$ cat src/rtl/bus_generator_arbiter.sv
// Shared bus: round-robin grant among pending drivers, pop the head packet, then push it to its destination.
// One packet every 3 cycles (IDLE/POP/PUSH). Pop-to-push latency is 1 cycle. Drivers stall only by leaving pndng low.
module bus_generator_arbiter #(
  parameter int         drvrs     = 4,
  parameter int         pckg_sz   = 16,
  parameter logic [7:0] broadcast = 8'hFF
) (
  input  logic                       clk,
  input  logic                       reset,
  input  logic [drvrs-1:0]           pndng,
  input  logic [drvrs*pckg_sz-1:0]   D_pop,
  output logic [drvrs-1:0]           pop,
  output logic [drvrs-1:0]           push,
  output logic [drvrs*pckg_sz-1:0]   D_push
);

  localparam int         IW   = (drvrs > 1) ? $clog2(drvrs) : 1;
  localparam logic [7:0] DRV8 = 8'(drvrs);

  typedef logic [IW-1:0] idx_t;
  typedef enum logic [1:0] {IDLE, POP, PUSH} state_t;

  state_t             state, state_nxt;
  idx_t               grant, grant_nxt, cand;
  logic               found;
  logic [pckg_sz-1:0] head, pkt;
  logic [7:0]         dest;

  // grant also serves as the round-robin pointer: the search starts just after it
  always_comb begin
    grant_nxt = grant;
    found     = 1'b0;
    cand      = '0;
    for (int k = 1; k <= drvrs; k++) begin
      cand = idx_t'((int'(grant) + k) % drvrs);
      if (!found && pndng[cand]) begin
        found     = 1'b1;
        grant_nxt = cand;
      end
    end
  end

  always_comb begin
    head = '0;
    for (int j = 0; j < drvrs; j++) begin
      if (grant == idx_t'(j)) head = D_pop[j*pckg_sz +: pckg_sz];
    end
  end

  always_ff @(posedge clk or negedge reset) begin
    if (!reset) state <= IDLE;
    else        state <= state_nxt;
  end

  always_comb begin
    state_nxt = state;
    case (state)
      IDLE:    if (found) state_nxt = POP;
      POP:     state_nxt = pndng[grant] ? PUSH : IDLE;
      PUSH:    state_nxt = IDLE;
      default: state_nxt = IDLE;
    endcase
  end

  // Reset points at the last driver so driver 0 wins the first arbitration
  always_ff @(posedge clk or negedge reset) begin
    if (!reset) begin
      grant <= idx_t'(drvrs - 1);
      pkt   <= '0;
    end else begin
      if (state == IDLE && found)         grant <= grant_nxt;
      if (state == POP  && pndng[grant])  pkt   <= head;
    end
  end

  always_comb begin
    pop  = '0;
    push = '0;
    dest = pkt[pckg_sz-1 -: 8];
    for (int j = 0; j < drvrs; j++) begin
      pop[j] = (state == POP) && pndng[j] && (grant == idx_t'(j));
      if (state == PUSH) begin
        if (dest == broadcast)  push[j] = (grant != idx_t'(j));
        else if (dest < DRV8)   push[j] = (dest == 8'(j));
      end
    end
  end

  assign D_push = {drvrs{pkt}};

endmodule

$ cat config.mk
export PLATFORM = sky130hd
export DESIGN_NAME = bus_generator_arbiter
export DESIGN_NICKNAME = d
export VERILOG_FILES = /design/src/rtl/bus_generator_arbiter.sv
export SDC_FILE = /design/constraint.sdc
export NUM_CORES = 1
export LEC_CHECK = 0
export ABC_CLOCK_PERIOD_IN_PS = 2200
export CAP_MARGIN = 20
export CORE_MARGIN = 2
export CORE_UTILIZATION = 32
export CTS_CLUSTER_SIZE = 28
export DETAILED_ROUTE_END_ITERATION = 10
export GPL_ROUTABILITY_DRIVEN = 1
export GPL_TIMING_DRIVEN = 0
export PLACE_DENSITY_LB_ADDON = 0.2
export SLEW_MARGIN = 20
export SYNTH_ARGS = -nofsm -noshare
export SYNTH_HDL_FRONTEND = slang
export SYNTH_SLANG_ARGS = --single-unit
$ cat constraint.sdc
create_clock -name clk -period 2.2 [get_ports clk]
set_clock_uncertainty 0.05 [all_clocks]
set_input_delay 0.22 -clock clk [delete_from_list [all_inputs] [get_ports clk]]
set_output_delay 0.22 -clock clk [all_outputs]
set_load 0.01 [all_outputs]
==> flow_summary.yaml <==
yosys:
  synth-seq-cells: 20
  yosys_most_used_dff: "dfrtp_1"
  synthCells: 242
  seq_area_frac_synth_pct: 25.25
  synth_adder_area_share_pct: 2.513
  synth-edff-count: 0
  synth_area_leaders: "dfrtp_1 23%, buf_4 18%, nor2b_1 8.8%"
  synth_cell_types: 34
  synth_area_um2: 1992
  synth-xor-area-share_pct: 0.4397
  synth_top_family_by_area: "buffers and inverters"
  synth.mux.area_fraction_pct: 6.281
  async_flop_share_pct: 100.0
  yosysWarnings: 0
  synth_area_leader_cell: "dfrtp_1"
  avgSynthCellArea_um2: 8.231
  synth-simple-area-share_pct: 20.29
  synth_compound_area_share_pct: 22.30
  synth_top_area_share_pct: 22.61
  synth_fp_nets: 316
placement:
  dpl.hpwl_um: 5510
  io_buffers: 141
  place_inst: 458
  globalplace.congestion: 0.8020
finish:
  area_growth_pct: 89.45
  final_common_cell: "clkdlybuf4s50_1"
  finalNonFillerCells: 474
  mostFrequentLayoutCells: "133 x clkdlybuf4s50_1, 64 x buf_4, 35 x nand2_1, 28 x nor2b_1, 17 x o31a_1"
  drive_gt1_share_pct: 24.56
  layout.nets: 474
  fill_cells: 538
  multi_input_area_um2: 1085
  n_antenna_cell: 0
  seqCellArea_um2: 511.7
timing:
  slew_viol_final: 0
  slew_headroom_pct: 38.46
  hold_viol: 0
  max_freq_ghz: 0.4524
  setup_slack_ps: -10.36
  period_needed_ps: 2210
  hold_ws_ps: 410.6
  worstMarginPinSlew_ps: 920.3
  finalCritPeriodShare_pct: 100.5
  setup_viol: 1
  rsz0062_at_grt: "true"
  setup_tns_ps: -10.36
die:
  start_util_pct: 33.45
  ioPinCount: 142
  die_width_um: 82.90
  chipHeight_um: 82.90
  dieArea_um2: 6872
  core_um2: 5956
  row_count: 28
route:
  drt_iter0_drc: 113
  first_pass_iters: 4
  post_drt_via_cell_ratio: 4.886
  wire_per_inst_um: 15.76
  drc: 0
  wl_um: 7472
  num_vias: 2316
  ant_nets: 0
global_routing:
  antenna_found_initial: 0
  grt_overflow: 0
  grt_pass1_vias: 2230
  grt_max_degree: 21
  grt_usage_pct: 20.70
  grt_pass1_wl_um: 11600
clock_network:
  clock_path_buffers: 2
  cts_made_buffers: 3
  cts_max_level: 1
  clkSlewWorstSetupHoldPaths_ps: 80
  cts_root_buf: "clkbuf_8"
  cts_tree: "done"
  hold_buffers: 0
  clkSinkCount: 20
  worstSkewPairLatency_ps: 270
power:
  peakVddDrop_mv: 0.7133
  powerDensity_nw_per_um2: 1387
  leakage_uw: 0.001615
  power_uw: 5233
setup_path:
  cp-start-kind: "flip-flop"
  critPathCaptureType: "flip-flop"
  required_ps: 2340
  worstPathMaxFanout: 4
  reg2reg_slack_ps: -10
  criticalPathCategory: "flip-flop to flip-flop"
  crit_arrival_ps: 2350
hold_path:
  hold_path.class: "primary input to asynchronous set/reset pin"
job:
  maxCapViolCount: 0
outcome:
  violations: "setup timing"
  status: "finished with violations"
==> metal layers <==
metal	vias up	wire, um	GRT usage [%]	share of wire [%]
met1	1084	3107	26.83	42
met3	7	473	2.783	6.3
li1	1121	-	-	-
met4	0	79	4.769	1.1
met2	104	3812	36.44	51
met5	-	0	0	0
==> layout make-up <==
cell class / count / area share, %
repair buffers: 156 / 40.12
inverters: 5 / 0.4973
multi-input cells: 153 / 28.75
clock buffers: 3 / 1.094
flip-flops and latches: 20 / 13.56
well taps: 75 / 2.487
plain buffers: 61 / 12.70
clock inverters: 1 / 0.7958
==> critical path: stages, from the launching register on <==
cell and delay (ps):
dfstp_2 610, buf_8 110, inv_1 90, ha_4 310, mux4_2 530, o31a_1 270
a31oi_1 150
==> timing repair <==
item | 4_1_cts | 5_1_grt
buffers inserted | 11 | 4
setup endpoints to repair | 19 | 17
pin swaps | 2 | 0
cloned | 0 | 0
resized for setup | 35 | 13
==> Yosys cell counts (all sizes together) (2+ instances only) <==
| cell type | instances |
|---|---|
| buf | 54 |
| nand2 | 36 |
| nor2b | 28 |
| dfrtp | 18 |
| o21ai | 18 |
| o31a | 17 |
| a221oi | 16 |
| clkbuf | 10 |
| nor2 | 8 |
| inv | 5 |
| and3 | 4 |
| ha | 4 |
| mux4 | 4 |
| o32a | 3 |
| dfstp | 2 |
| mux2i | 2 |
| nor4 | 2 |
==> stage by stage <==
stage / cell area, um^2 / setup WS (ps) / util (%)
2_1_floorplan: 1992 / 26.85 / -
5_1_grt: 3774 / -87.09 / 63.36
6_report: 3774 / -10.36 / 63.36
3_5_place_dp: 3497 / -367.2 / 58.72
4_1_cts: 3725 / -54.77 / 62.54
3_3_place_gp: 3497 / -390.4 / 58.72
==> report_power, final <==
group / internal [uW] / leakage [uW] / switching, uW / total [uW]
clock: 243 / 0.0000357 / 137 / 380
combinational: 2380 / 0.00134 / 1690 / 4080
sequential: 564 / 0.000242 / 213 / 777
total: 3190 / 0.00161 / 2040 / 5230
==> cell families after synthesis <==
logic type / after synthesis
mux: 7
simple gates: 82
xor+xnor: 1
compound gates: 59
fa+ha+maj: 4
buf+inv: 69
flops: 20
==> state kept, by name (all words and copies together) (netlist names) <==
signal and count:
pkt 16, grant 2, state 2
==> path summary, 6_finish.rpt <==
check,startpoint,end,depth (start not counted)
worst max register to register,grant[0]$_DFFE_PN1P_,grant[1]$_DFFE_PN1P_,6
max in group asynchronous,reset,pkt[11]$_DFFE_PN0P_,1
min in group clk,state[0]$_DFFE_PN0P_,state[0]$_DFFE_PN0P_,1
worst min-delay path,reset,pkt[10]$_DFFE_PN0P_,1
worst max-delay path,grant[0]$_DFFE_PN1P_,grant[1]$_DFFE_PN1P_,6
worst min register to register,state[0]$_DFFE_PN0P_,state[0]$_DFFE_PN0P_,1
Note: power is estimated with default switching activity, not from simulation.
